==> src/rtl/cpu_ctrl_fsm_pkg.sv <==
// Shared types for the 6502 multi-cycle control FSM: states, addressing modes,
// ALU ops, register ids, datapath mux selects and the per-cycle strobe bundle.
package cpu_ctrl_fsm_pkg;

    localparam int unsigned STATE_W = 3;
    localparam int unsigned MODE_W  = 4;
    localparam int unsigned ALU_W   = 4;

    // Cycles per instruction class with the memory port always ready
    localparam int unsigned CTRL_CYCLES_IMPLIED   = 2;
    localparam int unsigned CTRL_CYCLES_IMMEDIATE = 2;
    localparam int unsigned CTRL_CYCLES_ZERO_PAGE = 3;
    localparam int unsigned CTRL_CYCLES_ABSOLUTE  = 4;
    localparam int unsigned CTRL_CYCLES_INDIRECT  = 5;

    typedef enum logic [STATE_W-1:0] {
        FETCH   = 3'd0,
        EX_FOP1 = 3'd1,
        FOP2    = 3'd2,
        EX_IND  = 3'd3,
        EX_ABS  = 3'd4
    } ctrl_state_t;

    typedef enum logic [MODE_W-1:0] {
        IMPLIED           = 4'd0,
        ACCUMULATOR       = 4'd1,
        IMMEDIATE         = 4'd2,
        RELATIVE          = 4'd3,
        ZERO_PAGE         = 4'd4,
        ZERO_PAGE_X       = 4'd5,
        ZERO_PAGE_Y       = 4'd6,
        ABSOLUTE          = 4'd7,
        ABSOLUTE_X        = 4'd8,
        ABSOLUTE_Y        = 4'd9,
        INDIRECT_X        = 4'd10,
        INDIRECT_Y        = 4'd11,
        ABSOLUTE_INDIRECT = 4'd12
    } addressing_mode_t;

    typedef enum logic [ALU_W-1:0] {
        ALU_NOP          = 4'd0,
        ALU_ADD          = 4'd1,
        ALU_ADD_ZEROPAGE = 4'd2,
        ALU_SUB          = 4'd3,
        ALU_AND          = 4'd4,
        ALU_OR           = 4'd5,
        ALU_EOR          = 4'd6,
        ALU_PASS_B       = 4'd7
    } alu_op_t;

    typedef enum logic [1:0] {
        A_REG  = 2'd0,
        X_REG  = 2'd1,
        Y_REG  = 2'd2,
        SP_REG = 2'd3
    } reg_id_t;

    typedef enum logic {
        PC_FETCH_ADDRESS = 1'b0,
        ALU_ADDRESS      = 1'b1
    } ctrl_mux_mem_addr_t;

    typedef enum logic {
        FROM_DECODER = 1'b0,
        FROM_CTRL    = 1'b1
    } ctrl_mux_dec_ctrl_t;

    typedef enum logic [2:0] {
        REG_A_SRC            = 3'd0,
        IMMEDIATE_SRC        = 3'd1,
        DATA_FROM_MEMORY_SRC = 3'd2,
        OPERAND_SRC          = 3'd3,
        PTR_ADDR_SRC         = 3'd4
    } ctrl_mux_A_t;

    typedef enum logic [1:0] {
        ZERO_SRC    = 2'd0,
        IDX_REG_SRC = 2'd1,
        ONE_SRC     = 2'd2
    } ctrl_mux_B_t;

    typedef struct packed {
        logic ir_load;
        logic pc_inc;
        logic op1_load;
        logic op2_load;
        logic ptr_lo_load;
        logic reg_we;
        logic mem_we;
        logic done;
        logic illegal;
    } ctrl_strobe_t;

    function automatic logic is_zero_page(input addressing_mode_t m);
        return (m == ZERO_PAGE) || (m == ZERO_PAGE_X) || (m == ZERO_PAGE_Y);
    endfunction

    function automatic logic is_absolute(input addressing_mode_t m);
        return (m == ABSOLUTE) || (m == ABSOLUTE_X) || (m == ABSOLUTE_Y);
    endfunction

endpackage

==> src/rtl/cpu_ctrl_fsm_if.sv <==
// Control bundle between the FSM (master) and the decoder/datapath (slave).
interface cpu_ctrl_fsm_if;
    import cpu_ctrl_fsm_pkg::*;

    logic               mem_rdy_i;
    addressing_mode_t   dec_mode_i;
    logic               dec_is_store_i;
    logic               dec_reg_we_i;

    ctrl_state_t        state_o;
    logic               ir_load_o;
    logic               pc_inc_o;
    logic               op1_load_o;
    logic               op2_load_o;
    logic               ptr_lo_load_o;
    ctrl_mux_mem_addr_t mux_mem_addr_o;
    ctrl_mux_dec_ctrl_t mux_dec_ctrl_o;
    ctrl_mux_A_t        mux_A_o;
    ctrl_mux_B_t        mux_B_o;
    reg_id_t            idx_reg_o;
    alu_op_t            alu_op_ovr_o;
    logic               reg_we_o;
    logic               mem_we_o;
    logic               instr_done_o;
    logic               illegal_o;

    modport master (
        input  mem_rdy_i, dec_mode_i, dec_is_store_i, dec_reg_we_i,
        output state_o, ir_load_o, pc_inc_o, op1_load_o, op2_load_o, ptr_lo_load_o,
               mux_mem_addr_o, mux_dec_ctrl_o, mux_A_o, mux_B_o, idx_reg_o,
               alu_op_ovr_o, reg_we_o, mem_we_o, instr_done_o, illegal_o
    );

    modport slave (
        output mem_rdy_i, dec_mode_i, dec_is_store_i, dec_reg_we_i,
        input  state_o, ir_load_o, pc_inc_o, op1_load_o, op2_load_o, ptr_lo_load_o,
               mux_mem_addr_o, mux_dec_ctrl_o, mux_A_o, mux_B_o, idx_reg_o,
               alu_op_ovr_o, reg_we_o, mem_we_o, instr_done_o, illegal_o
    );

endinterface

==> src/rtl/cpu_ctrl_fsm_addr_sel.sv <==
// Addressing mode -> index register, ALU B source and add flavour, for both the
// indirect pointer stage and the final effective-address stage.
module cpu_ctrl_addr_sel
    import cpu_ctrl_fsm_pkg::*;
(
    input  addressing_mode_t mode_i,
    input  logic             ptr_stage_i,
    output reg_id_t          idx_reg_c,
    output ctrl_mux_B_t      mux_b_c,
    output alu_op_t          alu_op_c
);

    always_comb begin
        idx_reg_c = A_REG;
        mux_b_c   = ZERO_SRC;
        alu_op_c  = ALU_ADD;
        if (ptr_stage_i) begin
            // Pointer lives in zero page: (zp + X) for (zp,X), plain zp for (zp),Y
            alu_op_c = ALU_ADD_ZEROPAGE;
            if (mode_i == INDIRECT_X) begin
                idx_reg_c = X_REG;
                mux_b_c   = IDX_REG_SRC;
            end
        end else begin
            case (mode_i)
                ZERO_PAGE_X, ABSOLUTE_X: begin
                    idx_reg_c = X_REG;
                    mux_b_c   = IDX_REG_SRC;
                end
                ZERO_PAGE_Y, ABSOLUTE_Y, INDIRECT_Y: begin
                    idx_reg_c = Y_REG;
                    mux_b_c   = IDX_REG_SRC;
                end
                default: ;
            endcase
            if (is_zero_page(mode_i)) begin
                alu_op_c = ALU_ADD_ZEROPAGE;
            end
        end
    end

endmodule

==> src/rtl/cpu_ctrl_fsm.sv <==
// Multi-cycle 6502 control FSM: sequences fetch, operand fetch, address
// generation and execute over the shared memory port and ALU.
module cpu_ctrl_fsm
    import cpu_ctrl_fsm_pkg::*;
#(
    parameter bit MEM_STALL_EN = 1'b1
) (
    input  logic          clk_i,
    input  logic          rst_i,
    cpu_ctrl_fsm_if.master bus
);

    ctrl_state_t        state_q, state_d, nxt;
    logic               rdy, bad_state;
    ctrl_strobe_t       stb, stb_g;
    ctrl_mux_mem_addr_t mux_mem;
    ctrl_mux_dec_ctrl_t mux_own;
    ctrl_mux_A_t        mux_a;
    ctrl_mux_B_t        mux_b;
    reg_id_t            idx_reg;
    alu_op_t            alu_op;

    reg_id_t            sel_idx;
    ctrl_mux_B_t        sel_b;
    alu_op_t            sel_alu;

    assign rdy = MEM_STALL_EN ? bus.mem_rdy_i : 1'b1;

    cpu_ctrl_addr_sel u_addr_sel (
        .mode_i      (bus.dec_mode_i),
        .ptr_stage_i (state_q == FOP2),
        .idx_reg_c   (sel_idx),
        .mux_b_c     (sel_b),
        .alu_op_c    (sel_alu)
    );

    always_ff @(posedge clk_i) begin
        if (rst_i) state_q <= FETCH;
        else       state_q <= state_d;
    end

    always_comb begin
        nxt       = FETCH;
        bad_state = 1'b0;
        stb       = '0;
        mux_mem   = PC_FETCH_ADDRESS;
        mux_own   = FROM_DECODER;
        mux_a     = REG_A_SRC;
        mux_b     = ZERO_SRC;
        idx_reg   = A_REG;
        alu_op    = ALU_NOP;

        if (!rst_i) begin
            case (state_q)
                FETCH: begin
                    stb.ir_load = 1'b1;
                    stb.pc_inc  = 1'b1;
                    nxt         = EX_FOP1;
                end
                EX_FOP1: begin
                    case (bus.dec_mode_i)
                        IMPLIED, ACCUMULATOR: begin
                            stb.reg_we = bus.dec_reg_we_i;
                            stb.done   = 1'b1;
                        end
                        IMMEDIATE, RELATIVE: begin
                            stb.pc_inc = 1'b1;
                            mux_a      = IMMEDIATE_SRC;
                            stb.reg_we = bus.dec_reg_we_i;
                            stb.done   = 1'b1;
                        end
                        ZERO_PAGE, ZERO_PAGE_X, ZERO_PAGE_Y: begin
                            stb.op1_load = 1'b1;
                            stb.pc_inc   = 1'b1;
                            nxt          = EX_ABS;
                        end
                        ABSOLUTE, ABSOLUTE_X, ABSOLUTE_Y, INDIRECT_X, INDIRECT_Y: begin
                            stb.op1_load = 1'b1;
                            stb.pc_inc   = 1'b1;
                            nxt          = FOP2;
                        end
                        default: begin
                            stb.illegal = 1'b1;
                            stb.done    = 1'b1;
                        end
                    endcase
                end
                FOP2: begin
                    if (is_absolute(bus.dec_mode_i)) begin
                        stb.op2_load = 1'b1;
                        stb.pc_inc   = 1'b1;
                        nxt          = EX_ABS;
                    end else if (bus.dec_mode_i == INDIRECT_X ||
                                 bus.dec_mode_i == INDIRECT_Y) begin
                        mux_own         = FROM_CTRL;
                        mux_mem         = ALU_ADDRESS;
                        mux_a           = OPERAND_SRC;
                        mux_b           = sel_b;
                        idx_reg         = sel_idx;
                        alu_op          = sel_alu;
                        stb.ptr_lo_load = 1'b1;
                        nxt             = EX_IND;
                    end else begin
                        stb.illegal = 1'b1;
                        stb.done    = 1'b1;
                    end
                end
                EX_IND: begin
                    // Pointer high byte sits at the next zero-page location
                    mux_own      = FROM_CTRL;
                    mux_mem      = ALU_ADDRESS;
                    mux_a        = PTR_ADDR_SRC;
                    mux_b        = ONE_SRC;
                    alu_op       = ALU_ADD_ZEROPAGE;
                    stb.op2_load = 1'b1;
                    nxt          = EX_ABS;
                end
                EX_ABS: begin
                    mux_own  = FROM_CTRL;
                    mux_mem  = ALU_ADDRESS;
                    mux_b    = sel_b;
                    idx_reg  = sel_idx;
                    alu_op   = sel_alu;
                    stb.done = 1'b1;
                    if (bus.dec_is_store_i) begin
                        mux_a      = OPERAND_SRC;
                        stb.mem_we = 1'b1;
                    end else begin
                        mux_a      = DATA_FROM_MEMORY_SRC;
                        stb.reg_we = bus.dec_reg_we_i;
                    end
                end
                default: bad_state = 1'b1;
            endcase
        end

        stb_g = rdy ? stb : '0;

        if (rst_i || bad_state) state_d = FETCH;
        else if (rdy)           state_d = nxt;
        else                    state_d = state_q;
    end

    assign bus.state_o        = state_q;
    assign bus.ir_load_o      = stb_g.ir_load;
    assign bus.pc_inc_o       = stb_g.pc_inc;
    assign bus.op1_load_o     = stb_g.op1_load;
    assign bus.op2_load_o     = stb_g.op2_load;
    assign bus.ptr_lo_load_o  = stb_g.ptr_lo_load;
    assign bus.reg_we_o       = stb_g.reg_we;
    assign bus.mem_we_o       = stb_g.mem_we;
    assign bus.instr_done_o   = stb_g.done;
    assign bus.illegal_o      = stb_g.illegal;
    assign bus.mux_mem_addr_o = mux_mem;
    assign bus.mux_dec_ctrl_o = mux_own;
    assign bus.mux_A_o        = mux_a;
    assign bus.mux_B_o        = mux_b;
    assign bus.idx_reg_o      = idx_reg;
    assign bus.alu_op_ovr_o   = alu_op;

endmodule

==> src/flat_wrapper.sv <==
// flat-port wrapper written by rule: the top's interface ports become plain ports
module cpu_ctrl_fsm_flat import cpu_ctrl_fsm_pkg::*;
#(
    parameter bit MEM_STALL_EN = 1'b1
)
  (clk_i, rst_i, bus_mem_rdy_i, bus_dec_mode_i, bus_dec_is_store_i, bus_dec_reg_we_i, bus_state_o, bus_ir_load_o, bus_pc_inc_o, bus_op1_load_o, bus_op2_load_o, bus_ptr_lo_load_o, bus_mux_mem_addr_o, bus_mux_dec_ctrl_o, bus_mux_A_o, bus_mux_B_o, bus_idx_reg_o, bus_alu_op_ovr_o, bus_reg_we_o, bus_mem_we_o, bus_instr_done_o, bus_illegal_o);
  cpu_ctrl_fsm_if bus_i ();
  input  logic clk_i;
  input  logic rst_i;
  input wire logic [$bits(bus_i.mem_rdy_i)-1:0] bus_mem_rdy_i;
  input wire logic [$bits(bus_i.dec_mode_i)-1:0] bus_dec_mode_i;
  input wire logic [$bits(bus_i.dec_is_store_i)-1:0] bus_dec_is_store_i;
  input wire logic [$bits(bus_i.dec_reg_we_i)-1:0] bus_dec_reg_we_i;
  output wire logic [$bits(bus_i.state_o)-1:0] bus_state_o;
  output wire logic [$bits(bus_i.ir_load_o)-1:0] bus_ir_load_o;
  output wire logic [$bits(bus_i.pc_inc_o)-1:0] bus_pc_inc_o;
  output wire logic [$bits(bus_i.op1_load_o)-1:0] bus_op1_load_o;
  output wire logic [$bits(bus_i.op2_load_o)-1:0] bus_op2_load_o;
  output wire logic [$bits(bus_i.ptr_lo_load_o)-1:0] bus_ptr_lo_load_o;
  output wire logic [$bits(bus_i.mux_mem_addr_o)-1:0] bus_mux_mem_addr_o;
  output wire logic [$bits(bus_i.mux_dec_ctrl_o)-1:0] bus_mux_dec_ctrl_o;
  output wire logic [$bits(bus_i.mux_A_o)-1:0] bus_mux_A_o;
  output wire logic [$bits(bus_i.mux_B_o)-1:0] bus_mux_B_o;
  output wire logic [$bits(bus_i.idx_reg_o)-1:0] bus_idx_reg_o;
  output wire logic [$bits(bus_i.alu_op_ovr_o)-1:0] bus_alu_op_ovr_o;
  output wire logic [$bits(bus_i.reg_we_o)-1:0] bus_reg_we_o;
  output wire logic [$bits(bus_i.mem_we_o)-1:0] bus_mem_we_o;
  output wire logic [$bits(bus_i.instr_done_o)-1:0] bus_instr_done_o;
  output wire logic [$bits(bus_i.illegal_o)-1:0] bus_illegal_o;
  assign bus_i.mem_rdy_i = bus_mem_rdy_i;
  assign bus_i.dec_mode_i = bus_dec_mode_i;
  assign bus_i.dec_is_store_i = bus_dec_is_store_i;
  assign bus_i.dec_reg_we_i = bus_dec_reg_we_i;
  assign bus_state_o = bus_i.state_o;
  assign bus_ir_load_o = bus_i.ir_load_o;
  assign bus_pc_inc_o = bus_i.pc_inc_o;
  assign bus_op1_load_o = bus_i.op1_load_o;
  assign bus_op2_load_o = bus_i.op2_load_o;
  assign bus_ptr_lo_load_o = bus_i.ptr_lo_load_o;
  assign bus_mux_mem_addr_o = bus_i.mux_mem_addr_o;
  assign bus_mux_dec_ctrl_o = bus_i.mux_dec_ctrl_o;
  assign bus_mux_A_o = bus_i.mux_A_o;
  assign bus_mux_B_o = bus_i.mux_B_o;
  assign bus_idx_reg_o = bus_i.idx_reg_o;
  assign bus_alu_op_ovr_o = bus_i.alu_op_ovr_o;
  assign bus_reg_we_o = bus_i.reg_we_o;
  assign bus_mem_we_o = bus_i.mem_we_o;
  assign bus_instr_done_o = bus_i.instr_done_o;
  assign bus_illegal_o = bus_i.illegal_o;
  cpu_ctrl_fsm #(.MEM_STALL_EN(MEM_STALL_EN)) u_core (.clk_i(clk_i), .rst_i(rst_i), .bus(bus_i));
endmodule
==> config.mk <==
export PLATFORM = sky130hd
export DESIGN_NAME = cpu_ctrl_fsm_flat
export DESIGN_NICKNAME = d
export VERILOG_FILES = /design/src/rtl/cpu_ctrl_fsm_pkg.sv /design/src/rtl/cpu_ctrl_fsm_if.sv /design/src/rtl/cpu_ctrl_fsm_addr_sel.sv /design/src/rtl/cpu_ctrl_fsm.sv /design/src/flat_wrapper.sv
export SDC_FILE = /design/constraint.sdc
export NUM_CORES = 1
export LEC_CHECK = 0
export ABC_AREA = 1
export CAP_MARGIN = 40
export CORE_MARGIN = 1
export CORE_UTILIZATION = 36
export DETAILED_ROUTE_END_ITERATION = 8
export PLACE_DENSITY = 0.85
export RECOVER_POWER = 50
export SLEW_MARGIN = 10
export SYNTH_ARGS = -nofsm -noshare
export SYNTH_HDL_FRONTEND = slang
export SYNTH_SLANG_ARGS = --single-unit
==> constraint.sdc <==
create_clock -name clk_i -period 1.37 [get_ports clk_i]
set_input_delay 0.137 -clock clk_i [delete_from_list [all_inputs] [get_ports clk_i]]
set_output_delay 0.137 -clock clk_i [all_outputs]
set_load 0.02 [all_outputs]
==> results by group, run 1 <==
Outcome
  – Status: aborted with a tool error
  – Failing step: global routing
  – Tool error: [ERROR DPL-0038] Utilization greater than 100%, impossible to legalize

Die
  – # IOs: 34
  – Initial core utilization: 0.406
  – Die span in y: 41.0 µm
  – Die width: 41.0 µm
  – Floorplan row count: 13

Clock network
  – Max clock buf depth: 2
  – Sinks on the clock net: 3
  – Maximum level of the CTS H-tree: 1
  – TritonCTS buffer count: 3
  – Clock Tree Root: sky130_fd_sc_hd__clkbuf_4

Yosys
  – Flip-flop and latch count after synthesis: 3
  – Cells after Synth: 106
  – Ys flop type: sky130_fd_sc_hd__dfxtp_1
  – Count of synthesis-stage warnings from yosys: 0
  – Part of the Yosys area used for sequential elements: 0.110
  – Fraction of registers with async set or reset after synthesis: 0
  – Number of enable-type register cells in the synthesized netlist: 0
  – Netlist area before placement: 548 µm²
  – Syn avg cell area: 5.17 µm²
  – Number of library cell types mapped by synthesis: 24

Global routing
  – Maximum number of pins on one net before global-route repair: 9

Place
  – Placement Setup Slack: -0.791 ns
  – Port-buffer cells: 31
  – Global placement routability congestion: 0.959
  – Estimated wirelength of the detail-placed design: 1830 µm
  – Placed cell areas: 0.00109 mm²

Timing
  – Pin type at the end of the worst path: output port
  – Worst_ep grt: bus_idx_reg_o[0]
==> synth_stat cells (2+ instances only) <==
library cell              count  share of area
sky130_fd_sc_hd__inv_1       14          0.096
sky130_fd_sc_hd__nand3_1     10          0.091
sky130_fd_sc_hd__a21oi_1      9          0.082
sky130_fd_sc_hd__nor3_1       2          0.018
sky130_fd_sc_hd__dfxtp_1      3           0.11
sky130_fd_sc_hd__nand2_1     23           0.16
sky130_fd_sc_hd__o21ai_1      2          0.018
sky130_fd_sc_hd__nand3_2      2          0.037
sky130_fd_sc_hd__buf_4        3          0.041
sky130_fd_sc_hd__nor2_1      18           0.12
sky130_fd_sc_hd__inv_2        7          0.048
==> what timing repair did <==
action / in CTS
pin swaps: 10
hold buffers: 0
resized for setup: 131
setup endpoints to repair: 24
setup buffers: 7
==> kinds of logic after synthesis <==
kind of cell,share of synthesized area
and+or+nand+nor,0.511
DFF,0.110
AOI/OAI and AO/OA,0.180
buffers and inverters,0.192
other,0.00684
==> stage by stage <==
stage               hold slack (ns)  instances
floorplan                     0.269        107
global placement              0.616        176
detailed placement            0.637        176
CTS                           0.464        187
==> inputs of run 2 (changes only) <==
- CORE_AREA: not set -> 2 2 63 65
- CORE_MARGIN: 1 -> not set
- CORE_UTILIZATION: 36 -> not set
- DIE_AREA: not set -> 0 0 65 67
- PLACE_DENSITY: 0.85 -> not set
- PLACE_DENSITY_LB_ADDON: not set -> 0.15
==> run 2 against run 1 <==
  * The flow now finishes, with violations (setup timing)
  * Area after synthesis unchanged
  * Synthesized cell count unchanged
==> results by group, run 2 <==
Outcome
  – Status: finished, violations left
  – Violations in the final reports: setup timing

Finish
  – P&R area growth vs syn: 153%
  – Count of filler cells inserted in the layout: 383
  – Largest register FFs: 3
  – Proportion of layout cells with a drive suffix above 1: 0.648
  – Antenna Cells: 0
  – Commonest non-fill, non-tap cells in the layout: sky130_fd_sc_hd__buf_4 (50), sky130_fd_sc_hd__nand2_1 (20), sky130_fd_sc_hd__inv_2 (10), sky130_fd_sc_hd__buf_6 (10), sky130_fd_sc_hd__nor2_1 (9)
  – Footprint of the multi-input gates: 531 µm²
  – Post-route design area: 0.00139 mm²
  – Total Nets Final: 189
  – Most common cell after layout, fill and taps aside: sky130_fd_sc_hd__buf_4
  – Sequential standard cell area: 71.3 µm²

Global routing
  – Maximum number of pins on one net before global-route repair: 9
  – First-pass GRT wire length: 4170 µm
  – Antenna violations before repair: 0
  – Final global-route overflow total: 0
  – Via count of the first global-routing pass: 1,002
  – All-Layer GR Usage: 0.120

Yosys
  – Cell type contributing the most total cell area after synthesis: sky130_fd_sc_hd__nand2_1
  – Most frequent cell after synthesis: sky130_fd_sc_hd__nand2_1
  – Fraction of registers with async set or reset after synthesis: 0
  – Cell types with the largest area share after synthesis: sky130_fd_sc_hd__nand2_1 (16%), sky130_fd_sc_hd__nor2_1 (12%), sky130_fd_sc_hd__dfxtp_1 (11%)
  – Flip-flop and latch count after synthesis: 3
  – Syn avg cell area: 5.17 µm²
  – Cells after Synth: 106
  – Number of library cell types mapped by synthesis: 24
  – Commonest cells in the synthesized netlist: sky130_fd_sc_hd__nand2_1 (23), sky130_fd_sc_hd__nor2_1 (18), sky130_fd_sc_hd__inv_1 (14)
  – Ys flop type: sky130_fd_sc_hd__dfxtp_1
  – Part of the Yosys area used for sequential elements: 0.110
  – Area share of the largest cell type after synthesis: 0.158
  – Netlist area before placement: 548 µm²
  – Count of synthesis-stage warnings from yosys: 0
  – Number of enable-type register cells in the synthesized netlist: 0

Timing
  – Number of hold-slack violations in the final timing report: 0
  – Shortest period the worst path allows: 1.51 ns
  – Setup repair after global routing missed its margin: yes
  – Slew Viols, Final: 0
  – Post-route clock period utilization: 1.10
  – Max frequency: 0.663 GHz
  – Clk_skew: 0.00351 ns
  – # setup viols final: 16
  – Smallest setup slack after layout: -0.139 ns

Place
  – Estimated wirelength of the detail-placed design: 1900 µm
  – Port-buffer cells: 31
  – Placed cell areas: 0.00118 mm²
  – Global placement routability congestion: 0.818
  – Placement Setup Slack: -0.773 ns

Worst setup path
  – Category of the worst setup path capture point: primary output
  – Crit path launch type: flop
  – Logic depth of the worst register-to-register path: 9
  – Worst reg2reg path startpoint: u_core.bus.state_o[0]
  – Arrival time of data at the critical path endpoint: 1.37 ns
  – Required time of the critical path: 1.23 ns
  – Maximum fanout encountered on the critical timing path: 4
  – Worst-case register-to-register setup slack: 0.10 ns
  – R2r endpoint: u_core.bus.state_o[0]
  – Kind of critical path: reg2out

Routing
  – Per-cell via count in the routed design: 4.12
  – DRT iter0 DRCs: 42
  – Total detailed-routing wirelength: 2470 µm
  – Antenna Violating Nets Remaining: 0
  – Detailed-route via count: 935
  – Wirelength per Cell: 10.9 µm
  – 1st-pass router iterations: 4
  – # DRC: 0

Pwr
  – VDD IR-drop max: 0.000577 V
  – Part of the power in registers: 0.153
  – Clock Power Share: 0.411
  – Net switching power: 0.209 mW
  – Internal power component: 0.418 mW
  – Power density relative to cell area: 451 mW/mm²
  – Gate power share: 0.436
  – Leak Pwr: 0.680 nW
  – Switching Fraction: 0.333

Clock network
  – Sinks on the clock net: 3
  – Clock insertion delay at the later pin of the skew report: 0.22 ns
  – Clock tree from TritonCTS: yes
  – TritonCTS buffer count: 3
  – Maximum level of the CTS H-tree: 1
  – Reg clk slew, reported paths: 0.03 ns
  – Clock Tree Root: sky130_fd_sc_hd__clkbuf_8
  – Max clock buf depth: 2
  – Total of hold buffers inserted after clock tree synthesis: 0

Job
  – Count of maximum capacitance violations: 0

Hold path
  – HP Class: in2reg
  – Beginning of the worst hold path: bus_mem_rdy_i
  – Cell count of the worst hold path: 4
  – Destination of the worst hold path: u_core.bus.state_o[0]

Die
  – Initial core utilization: 0.152
  – Core box area: 0.00361 mm²
  – Die width: 65 µm
  – Floorplan row count: 22
  – Die span in y: 67 µm
  – # IOs: 34
  – Die footprint: 0.00436 mm²
-- run 2: logic make-up after synthesis --
logic type             Yosys count  share of synthesized area
and+or+nand+nor                 60                      0.511
other                            1                    0.00684
buffers and inverters           25                      0.192
DFF                              3                      0.110
AOI/OAI and AO/OA               17                      0.180
-- run 2: layout make-up --
type / instances / area share
clock buffer: 4 / 0.0324
sequential: 3 / 0.0514
multi-input combinational: 79 / 0.382
timing repair buffer: 72 / 0.425
tap: 48 / 0.0432
inverter: 21 / 0.0658
-- run 2: stage by stage --
| step | total power, mW | TNS, ns | hold WS (ns) | cells | util |
|---|---|---|---|---|---|
| final | 0.627 | -1.27 | 0.476 | 227 | 0.385 |
| after global routing | 0.672 | -2.88 | 0.515 | 227 | 0.385 |
| after CTS | 0.612 | -1.67 | 0.483 | 223 | 0.359 |
| after detailed placement | 0.327 | -13.39 | 0.628 | 215 | 0.328 |
| after global placement | 0.329 | -13.36 | 0.645 | 215 | 0.328 |
| after floorplan | 0.199 | 0 | 0.269 | 107 | - |
-- run 2: how the worst max path moves through the flow --
stage | slack [ns] | from | depth (start not counted) | endpoint
2_1_floorplan | 0.009 | u_core.bus.state_o[1] | 7 | bus_mux_A_o[0]
3_3_place_gp | -0.76 | bus_dec_mode_i[3] | 8 | bus_idx_reg_o[0]
3_5_place_dp | -0.77 | bus_dec_mode_i[3] | 8 | bus_idx_reg_o[0]
4_1_cts | -0.16 | u_core.bus.state_o[0] | 8 | bus_idx_reg_o[0]
5_1_grt | -0.22 | u_core.bus.state_o[0] | 8 | bus_mux_B_o[0]
6_report | -0.14 | u_core.bus.state_o[0] | 8 | bus_idx_reg_o[0]
-- run 2: what timing repair did --
action | 4_1_cts | 5_1_grt
setup buffers | 4 | 5
pin swaps | 10 | 13
resized for setup | 143 | 20
endpoints found under the setup margin | 25 | 21
endpoints found under the hold margin | 0 | 0
-- run 2: worst max-delay path: stages (launching register included) --
cell and delay [ns]:
sky130_fd_sc_hd__dfxtp_4 0.36, sky130_fd_sc_hd__inv_4 0.06, sky130_fd_sc_hd__nand3_4 0.08, sky130_fd_sc_hd__inv_4 0.08
sky130_fd_sc_hd__nand3_4 0.11, sky130_fd_sc_hd__inv_4 0.09, sky130_fd_sc_hd__nor2_4 0.05, sky130_fd_sc_hd__nor4_2 0.12
sky130_fd_sc_hd__buf_2 0.20
-- run 2: power groups by stage --
stage | Sequential, mW | Clock (mW) | Combinational, mW
after floorplan | 0.0987 | 0 | 0.100
after global placement | 0.0942 | 0 | 0.235
after detailed placement | 0.0940 | 0 | 0.233
after CTS | 0.0945 | 0.266 | 0.252
after global routing | 0.0966 | 0.275 | 0.300
final | 0.0958 | 0.257 | 0.273
-- run 2: metal layers --
layer,wire [µm],share of wire,GRT usage
met2,1260,0.51,0.210
met1,1080,0.44,0.148
met3,104,0.042,0.0220
met4,22,0.0089,0.0346
met5,0,0,0
(Power assumes the default switching activity.)
